`config.mk`:
```
export PLATFORM = sky130hd
export DESIGN_NAME = ibex_rvfi_trace_fifo
export DESIGN_NICKNAME = d
export VERILOG_FILES = /design/src/rtl/ibex_rvfi_trace_pkg.sv /design/src/rtl/ibex_rvfi_trace_fifo_mem.sv /design/src/rtl/ibex_rvfi_trace_fifo.sv
export SDC_FILE = /design/constraint.sdc
export NUM_CORES = 2
export LEC_CHECK = 0
export BUFFER_PORTS_ARGS = -buffer_cell sky130_fd_sc_hd__buf_2
export CAP_MARGIN = 10
export CELL_PAD_IN_SITES_DETAIL_PLACEMENT = 1
export CELL_PAD_IN_SITES_GLOBAL_PLACEMENT = 1
export CORE_MARGIN = 4
export CORE_UTILIZATION = 40
export CTS_CLUSTER_DIAMETER = 120
export DETAILED_ROUTE_END_ITERATION = 16
export HOLD_SLACK_MARGIN = 0.03
export PLACE_DENSITY = 0.67
export SLEW_MARGIN = 20
export SYNTH_ARGS = -nofsm -noshare
export SYNTH_HDL_FRONTEND = slang
export SYNTH_SLANG_ARGS = --single-unit
```
`constraint.sdc`:
```
create_clock -name clk_i -period 23.7 [get_ports clk_i]
set_input_delay 2.37 -clock clk_i [delete_from_list [all_inputs] [get_ports clk_i]]
set_output_delay 2.37 -clock clk_i [all_outputs]
set_load 0.01 [all_outputs]
```
`src/rtl/ibex_rvfi_trace_pkg.sv`:
```
// ibex_rvfi_trace_pkg: trace record layout and order-checker state encoding
package ibex_rvfi_trace_pkg;

    typedef struct packed {
        logic [63:0] order;
        logic [31:0] pc;
        logic [31:0] insn;
        logic [4:0]  rd_addr;
        logic [31:0] rd_wdata;
        logic [31:0] mem_addr;
        logic [3:0]  mem_rmask;
        logic [3:0]  mem_wmask;
        logic [1:0]  mode;
        logic        trap;
        logic        gap;
    } rvfi_trace_rec_t;

    localparam int RecW = $bits(rvfi_trace_rec_t);

    typedef enum logic {ORD_IDLE, ORD_TRACK} ord_state_e;

endpackage

```
`src/rtl/ibex_rvfi_trace_fifo_mem.sv`:
```
// ibex_rvfi_trace_fifo_mem: generic first-word-fall-through FIFO with registered storage
module ibex_rvfi_trace_fifo_mem #(
    parameter int Width = 8,
    parameter int Depth = 8,
    localparam int AW = $clog2(Depth)
) (
    input  logic             i_clk,
    input  logic             i_rst_n,
    input  logic             i_clear,
    input  logic             i_push,
    input  logic [Width-1:0] i_wdata,
    input  logic             i_pop,
    output logic             o_valid,
    output logic [Width-1:0] o_rdata,
    output logic [AW:0]      o_level
);

    logic [Width-1:0] r_mem [Depth];
    logic [AW-1:0]    r_wr, r_rd;
    logic [AW:0]      r_level;
    logic             w_pop, w_push;

    assign w_pop   = i_pop && r_level != '0;
    assign w_push  = i_push && (r_level != (AW+1)'(Depth) || w_pop);
    assign o_valid = r_level != '0;
    // Head is forced to zero when empty so the output is defined out of reset
    assign o_rdata = o_valid ? r_mem[r_rd] : '0;
    assign o_level = r_level;

    always_ff @(posedge i_clk or negedge i_rst_n) begin
        if (!i_rst_n) begin
            r_wr    <= '0;
            r_rd    <= '0;
            r_level <= '0;
        end else if (i_clear) begin
            r_wr    <= '0;
            r_rd    <= '0;
            r_level <= '0;
        end else begin
            if (w_push) r_wr <= r_wr + 1'b1;
            if (w_pop) r_rd <= r_rd + 1'b1;
            r_level <= r_level + (AW+1)'(w_push) - (AW+1)'(w_pop);
        end
    end

    always_ff @(posedge i_clk) begin
        if (w_push && !i_clear) r_mem[r_wr] <= i_wdata;
    end

endmodule

```
`src/rtl/ibex_rvfi_trace_fifo.sv`:
```
// ibex_rvfi_trace_fifo: captures RVFI retirements into buffered trace records, checks order, counts drops
module ibex_rvfi_trace_fifo
    import ibex_rvfi_trace_pkg::*;
#(
    parameter int Depth = 8,
    parameter int CntW  = 16
) (
    input  logic                     clk_i,
    input  logic                     rst_ni,
    input  logic                     clear_i,
    input  logic                     rvfi_valid_i,
    input  logic [63:0]              rvfi_order_i,
    input  logic [31:0]              rvfi_insn_i,
    input  logic                     rvfi_trap_i,
    input  logic [1:0]               rvfi_mode_i,
    input  logic [31:0]              rvfi_pc_rdata_i,
    input  logic [4:0]               rvfi_rd_addr_i,
    input  logic [31:0]              rvfi_rd_wdata_i,
    input  logic [31:0]              rvfi_mem_addr_i,
    input  logic [3:0]               rvfi_mem_rmask_i,
    input  logic [3:0]               rvfi_mem_wmask_i,
    output logic                     trace_valid_o,
    input  logic                     trace_ready_i,
    output rvfi_trace_rec_t          trace_rec_o,
    output logic [$clog2(Depth):0]   level_o,
    output logic [CntW-1:0]          drop_cnt_o,
    output logic                     order_err_o
);

    rvfi_trace_rec_t  w_rec;
    logic [RecW-1:0]  w_rdata;
    logic             w_full, w_pop, w_push, w_drop, w_err_set;
    logic             r_gap_pending, r_order_err;
    logic [CntW-1:0]  r_drop_cnt;
    logic [63:0]      r_last_order;
    ord_state_e       r_ord_state, w_ord_next;

    assign w_full = level_o == ($clog2(Depth)+1)'(Depth);
    assign w_pop  = trace_valid_o && trace_ready_i;
    assign w_push = rvfi_valid_i && (!w_full || w_pop) && !clear_i;
    assign w_drop = rvfi_valid_i && w_full && !w_pop && !clear_i;

    assign w_rec = '{
        order:     rvfi_order_i,
        pc:        rvfi_pc_rdata_i,
        insn:      rvfi_insn_i,
        rd_addr:   rvfi_rd_addr_i,
        rd_wdata:  rvfi_rd_wdata_i,
        mem_addr:  rvfi_mem_addr_i,
        mem_rmask: rvfi_mem_rmask_i,
        mem_wmask: rvfi_mem_wmask_i,
        mode:      rvfi_mode_i,
        trap:      rvfi_trap_i,
        gap:       r_gap_pending
    };

    ibex_rvfi_trace_fifo_mem #(.Width(RecW), .Depth(Depth)) u_mem (
        .i_clk   (clk_i),
        .i_rst_n (rst_ni),
        .i_clear (clear_i),
        .i_push  (w_push),
        .i_wdata (w_rec),
        .i_pop   (w_pop),
        .o_valid (trace_valid_o),
        .o_rdata (w_rdata),
        .o_level (level_o)
    );

    assign trace_rec_o = rvfi_trace_rec_t'(w_rdata);
    assign drop_cnt_o  = r_drop_cnt;
    assign order_err_o = r_order_err;

    // Dropped retirements still advance the order check
    always_comb begin
        w_ord_next = rvfi_valid_i ? ORD_TRACK : r_ord_state;
        w_err_set  = r_ord_state == ORD_TRACK && rvfi_valid_i && rvfi_order_i != r_last_order + 64'd1;
    end

    always_ff @(posedge clk_i or negedge rst_ni) begin
        if (!rst_ni) begin
            r_ord_state   <= ORD_IDLE;
            r_last_order  <= '0;
            r_order_err   <= 1'b0;
            r_drop_cnt    <= '0;
            r_gap_pending <= 1'b0;
        end else if (clear_i) begin
            r_ord_state   <= ORD_IDLE;
            r_last_order  <= '0;
            r_order_err   <= 1'b0;
            r_drop_cnt    <= '0;
            r_gap_pending <= 1'b0;
        end else begin
            r_ord_state <= w_ord_next;
            if (rvfi_valid_i) r_last_order <= rvfi_order_i;
            if (w_err_set) r_order_err <= 1'b1;
            if (w_drop && !(&r_drop_cnt)) r_drop_cnt <= r_drop_cnt + 1'b1;
            if (w_drop) r_gap_pending <= 1'b1;
            else if (w_push) r_gap_pending <= 1'b0;
        end
    end

endmodule

```
* After elaboration in Yosys (flattened, before gate mapping)
Memory sizes are Yosys's and may differ from the RTL's.
Cells that the tools add are included.
W data, S select, Z words.
** Operators by class
- Reductions and logical operators :: 26
- Multiplexer cells :: 19
- Add/subtract/negate cells :: 6
- Eq/ne operators :: 3
** Operator list (count)
- $mux W209 :: 1
- $mux W64 :: 2
- $add A64 B1 Y64 const B :: 1
- $ne A64 B64 Y1 :: 1
- $mux W16 :: 2
- $add A16 B1 Y16 const B :: 1
- $reduce_and A16 Y1 :: 1
- $logic_and A1 B1 Y1 :: 12
- $mux W3 :: 4
- $reduce_bool A2 Y1 :: 5
- $mux W1 :: 9
- $add A3 B1 Y3 const B :: 2
- $add A4 B1 Y4 :: 1
- $eq A4 B4 Y1 const B :: 1
- $logic_not A1 Y1 :: 4
- $mux W4 :: 1
- $ne A4 B4 Y1 const B :: 1
- $reduce_bool A4 Y1 :: 1
- $sub A4 B1 Y4 :: 1
- $reduce_bool A3 Y1 :: 1
- $logic_or A1 B1 Y1 :: 2
** Word-level totals
- Input port bits :: 213
- Memories :: 1
- Memory bits (writable) :: 1672
- Output and inout bits :: 231
- Word-level logic and storage cells :: 63
- Flip-flop bits (word level) :: 93
** Memory list
- u_mem.r_mem :: words 8, width 209, rd ports 1, clocked after memory_dff 0, write ports 1, RTL line ibex_rvfi_trace_fifo_mem.sv:18 : logic [Width-1:0] r_mem [Depth];

* Longest topological paths before layout
- Depth after elaboration :: 9
- Depth in mapped cells :: 13
- Gate-level depth less buffers :: 13

* Hierarchy
A second synthesis with hierarchy kept.
** Second synthesis, totals
- Cell total of the unflattened synthesis :: 3193
- Area, all modules :: 68912.3 um2
** Modules (own cells, without submodules)
- ibex_rvfi_trace_fifo_mem :: sequential area each 50458.4 um2, instances 1, area an instance 62995.4 um2, cells an instance 2521
- ibex_rvfi_trace_fifo :: sequential area each 2077.0 um2, instances 1, area an instance 5916.9 um2, cells an instance 672

* Least setup slack after synthesis
Ideal clock, no wire load.
- Kind :: input to register
- Start :: input port rvfi_valid_i
- End :: memory u_mem.r_mem[0][0] (netlist name), enable pin
- Stages on the path :: 4
- Setup slack :: -0.060 ns
- Path buffers :: 1
- Library setup time :: 1.288 ns
- Required time :: 22.412 ns
- Arrival time :: 22.472 ns
- Cell sequence :: clkbuf_1 -> nor2b_1 -> nand2_1 -> nor4_1
** On the way
- Word-level cells in the longest chain between the ends :: 6
** RTL lines
- start: declaration :: RTL line ibex_rvfi_trace_fifo.sv:11 : input logic rvfi_valid_i,
- $logic_and A1 B1 Y1 (2 in series) :: RTL line ibex_rvfi_trace_fifo.sv:40 : assign w_push = rvfi_valid_i && (!w_full || w_pop) && !clear_i;
- $logic_and A1 B1 Y1 :: RTL line ibex_rvfi_trace_fifo_mem.sv:24 : assign w_push = i_push && (r_level != (AW+1)'(Depth) || w_pop);
- $logic_and A1 B1 Y1 :: RTL line ibex_rvfi_trace_fifo_mem.sv:47 : if (w_push && !i_clear) r_mem[r_wr] <= i_wdata;
- $mux W1 :: RTL line ibex_rvfi_trace_fifo_mem.sv:47
- $mux W1 (implied by the code) :: RTL line ibex_rvfi_trace_fifo_mem.sv:47
- end: declaration :: RTL line ibex_rvfi_trace_fifo_mem.sv:18
No other way between the ends.

==> impl_metrics.prom <==
# TYPE chip_impl_metric gauge
chip_impl_metric{name="detailedRoute.firstIterationViolations",unit=""} 2698
chip_impl_metric{name="yosys_warnings",unit=""} 0
chip_impl_info{name="clk_root_buffer_cell",value="clkbuf_16"} 1
chip_impl_metric{name="slew_viol_final",unit=""} 0
chip_impl_info{name="worstSetupStartpointType",value="flip-flop"} 1
chip_impl_metric{name="yosys.cell_types.count",unit=""} 74
chip_impl_metric{name="min_period_over_period",unit="%"} 33.0
chip_impl_metric{name="gr-usage-met2",unit="%"} 31.6
chip_impl_metric{name="finalHoldViolations",unit=""} 0
chip_impl_metric{name="finalHoldWorstSlack",unit="ns"} 0.506
chip_impl_metric{name="io_pins",unit=""} 444
chip_impl_metric{name="die_area",unit="µm²"} 181000
chip_impl_metric{name="max_slew_margin_vs_limit",unit="%"} 25.8
chip_impl_metric{name="design.core.area",unit="µm²"} 172000
chip_impl_metric{name="row_count",unit=""} 152
chip_impl_metric{name="finalWorstPathRequiredPeriod",unit="ns"} 7.81
chip_impl_metric{name="num_vias",unit=""} 34700
chip_impl_metric{name="synth_area",unit="µm²"} 69800
chip_impl_metric{name="first_pass_iters",unit=""} 6
chip_impl_metric{name="cts-buffers-inserted",unit=""} 181
chip_impl_metric{name="power_leakage",unit="nW"} 26.0
chip_impl_metric{name="cap_violations",unit=""} 0
chip_impl_metric{name="detail_route.wl_per_cell",unit="µm"} 26.6
chip_impl_metric{name="numClockSinks",unit=""} 1765
chip_impl_info{name="highest_utilization_routing_layer_at_the_global_route_stage",value="met2"} 1
chip_impl_metric{name="post-cts-setup-buffer-count",unit=""} 0
chip_impl_metric{name="cp.required",unit="ns"} 21.33
chip_impl_metric{name="finalWirelength",unit="µm"} 171000
chip_impl_metric{name="postSynth.asyncResetShare",unit="%"} 5.27
chip_impl_info{name="layout_common_cells",value="edfxtp_1 (1672), buf_2 (440), mux4_2 (418)"} 1
chip_impl_metric{name="hpwl",unit="µm"} 99700
chip_impl_metric{name="power_density",unit="nW/µm²"} 102
chip_impl_metric{name="met1_usage",unit="%"} 25.3
chip_impl_metric{name="floorplan.initialDensity",unit="%"} 40.4
chip_impl_metric{name="cts_hold_buf",unit=""} 0
chip_impl_info{name="run_status",value="complete, no violations"} 1
chip_impl_info{name="grt_setup_unrepaired",value="false"} 1
chip_impl_metric{name="clock_path_buffers",unit=""} 3
chip_impl_info{name="cts_tree",value="done"} 1
chip_impl_metric{name="cts_resized",unit=""} 0
chip_impl_metric{name="detail-route-antenna-nets",unit=""} 0
chip_impl_metric{name="htree_levels",unit=""} 4
chip_impl_metric{name="clock_latency",unit="ns"} 0.82
chip_impl_metric{name="residual_overflow_from_global_routing",unit=""} 0
chip_impl_metric{name="critPathMaxFanout",unit=""} 69
chip_impl_metric{name="first_global_vias",unit=""} 37700
chip_impl_metric{name="gp_congestion",unit=""} 0.786
chip_impl_metric{name="grt_antenna_before_repair",unit=""} 49
chip_impl_metric{name="clock.fmax",unit="GHz"} 0.128
chip_impl_metric{name="worst_pin_slew",unit="ns"} 1.11
chip_impl_metric{name="worst_clock_skew",unit="ns"} 0.0558
chip_impl_metric{name="die-height",unit="µm"} 426
chip_impl_metric{name="ys_seq_elements",unit=""} 1765
chip_impl_metric{name="number_of_setup_violations_in_the_final_report",unit=""} 0
chip_impl_metric{name="mappedNetlistNets",unit=""} 3631
chip_impl_metric{name="fraction_of_layout_instances_using_a_drive_strength_above_1",unit="%"} 29.5
chip_impl_metric{name="port_buffer_count",unit=""} 443
chip_impl_metric{name="grt_first_pass_wirelength",unit="µm"} 253000
chip_impl_metric{name="postSynthAreaPerCell",unit="µm²"} 20.5
chip_impl_metric{name="drc",unit=""} 0
chip_impl_metric{name="drt-vias-per-instance",unit=""} 5.43
chip_impl_metric{name="floorplan.die.width",unit="µm"} 426
chip_impl_info{name="layout.cells.most_common",value="edfxtp_1"} 1
chip_impl_metric{name="ir_drop",unit="V"} 0.0000836
chip_impl_info{name="endpoint_kind",value="primary output"} 1
chip_impl_metric{name="synth_enable_flop_cells",unit=""} 1672
chip_impl_metric{name="cts.reportedPaths.clkPinSlew",unit="ns"} 0.06
chip_impl_metric{name="design.final.nets",unit=""} 4142
chip_impl_metric{name="global_route.usage.met3",unit="%"} 3.68
chip_impl_metric{name="finalSetupTns",unit="ns"} 0
chip_impl_info{name="hold_path_class",value="flip-flop to flip-flop"} 1
chip_impl_metric{name="grt_util_all_layers",unit="%"} 18.8
chip_impl_info{name="yosys_most_used_dff",value="edfxtp_1"} 1
chip_impl_metric{name="cp_data_arrival_time",unit="ns"} 5.44
chip_impl_metric{name="syn_to_final_growth",unit="%"} 15.6
chip_impl_metric{name="grt_start_max_net_pins",unit=""} 139
chip_impl_metric{name="synthCells",unit=""} 3407
chip_impl_metric{name="ys_seq_area_share",unit="%"} 75.3
chip_impl_info{name="worstSetupPathType",value="flip-flop to primary output"} 1
-- layer usage --
layer / vias to the layer above / share of wire (%)
met5: - / 0.095
met4: 24 / 2.0
met3: 258 / 5.2
met2: 857 / 50
met1: 18600 / 42
li1: 15000 / -
-- per-stage QoR --
| step | total power, mW | instance area (µm²) | worst slack (ns) | utilization, % | std cells |
|---|---|---|---|---|---|
| CTS | 8.35 | 80600 | 15.52 | 46.7 | 6379 |
| detailed placement | 5.57 | 74800 | 16.06 | 43.4 | 6044 |
| global route | 8.61 | 80600 | 15.38 | 46.7 | 6385 |
| floorplan | 4.86 | 69800 | 5.52 | - | 3407 |
| global placement | 5.54 | 74800 | 16.11 | 43.4 | 6044 |
| finish | 8.22 | 80600 | 15.89 | 46.8 | 6403 |
-- path summary, 6_finish.rpt --
path	from	end	slack [ns]	cells after the start
worst max-delay path	u_mem.r_rd[1]$_DFFE_PN0P_	trace_rec_o[122]	15.89	7
worst min-delay path	r_ord_state$_DFFE_PN0P_	r_ord_state$_DFFE_PN0P_	0.51	2
worst max register to register	u_mem.o_level[2]$_DFF_PN0_	u_mem.r_mem[4][126]$_DFFE_PP_	18.48	10
worst min register to register	r_ord_state$_DFFE_PN0P_	r_ord_state$_DFFE_PN0P_	0.51	2
max in group asynchronous	rst_ni	u_mem.r_rd[2]$_DFFE_PN0P_	20.87	2
min in group asynchronous	rst_ni	r_last_order[51]$_DFFE_PN0P_	1.52	1
-- sequential cells by signal, indices dropped and copies added, names as in the netlist --
| signal | flops |
|---|---|
| order_err_o | 1 |
| u_mem.r_mem | 1672 |
| u_mem.r_rd | 3 |
| drop_cnt_o | 16 |
| r_last_order | 64 |
| u_mem.r_wr | 3 |
| r_ord_state | 1 |
| u_mem.o_level | 4 |
| r_gap_pending | 1 |
-- synthesized netlist by cell type, drive strengths merged (7+ instances only) --
library cell | instances | area share, %
or3 | 10 | 0.099
buf | 89 | 0.50
xor2 | 49 | 0.62
xnor2 | 51 | 0.64
ha | 10 | 0.18
edfxtp | 1672 | 72
nor4 | 24 | 0.27
o21ai | 13 | 0.093
inv | 17 | 0.091
nor2 | 316 | 1.7
dfrtp | 93 | 3.3
mux2i | 277 | 4.0
nor3 | 30 | 0.25
nand3 | 33 | 0.24
a21oi | 20 | 0.14
nand2 | 51 | 0.27
mux4 | 418 | 13
or4 | 8 | 0.091
nand4 | 40 | 0.42
and2 | 7 | 0.063
and3 | 12 | 0.11
and4 | 10 | 0.13
clkbuf | 86 | 0.46
-- power by group --
part,internal (mW),switching (mW)
Clock,1.59,1.18
Sequential,3.53,0.0629
Combinational,0.795,1.06
-- worst max-delay path, cell delays in order (launching register included) --
cell and delay (ns):
dfrtp_4 0.91, buf_4 0.72, buf_4 0.88, buf_4 0.93
mux4_2 0.37, mux2i_1 0.08, nor2_1 0.29, buf_2 0.20
-- cells by family (layout without fill, tap and decap cells) --
family / after synthesis / after routing / synth area share (%)
XOR/XNOR: 100 / 100 / 1.26
flip-flops: 1765 / 1765 / 75.3
AO/OA/AOI/OAI: 73 / 73 / 0.719
multiplexers: 699 / 699 / 17.5
adder cells (fa/ha/maj): 11 / 11 / 0.208
AND/OR/NAND/NOR: 567 / 567 / 3.91
buffers and inverters: 192 / 855 / 1.06
other: 0 / 23 / 0
-- layout make-up --
class,instances,area (µm²)
inverters,17,63.8
well taps,2310,2890
multi-input cells,1450,16500
repair buffers,503,2770
clock inverters,101,971
fillers,16000,91900
flip-flops and latches,1765,52500
clock buffers,234,4800
diodes,23,57.6
Power figures use the tool's default switching activity.
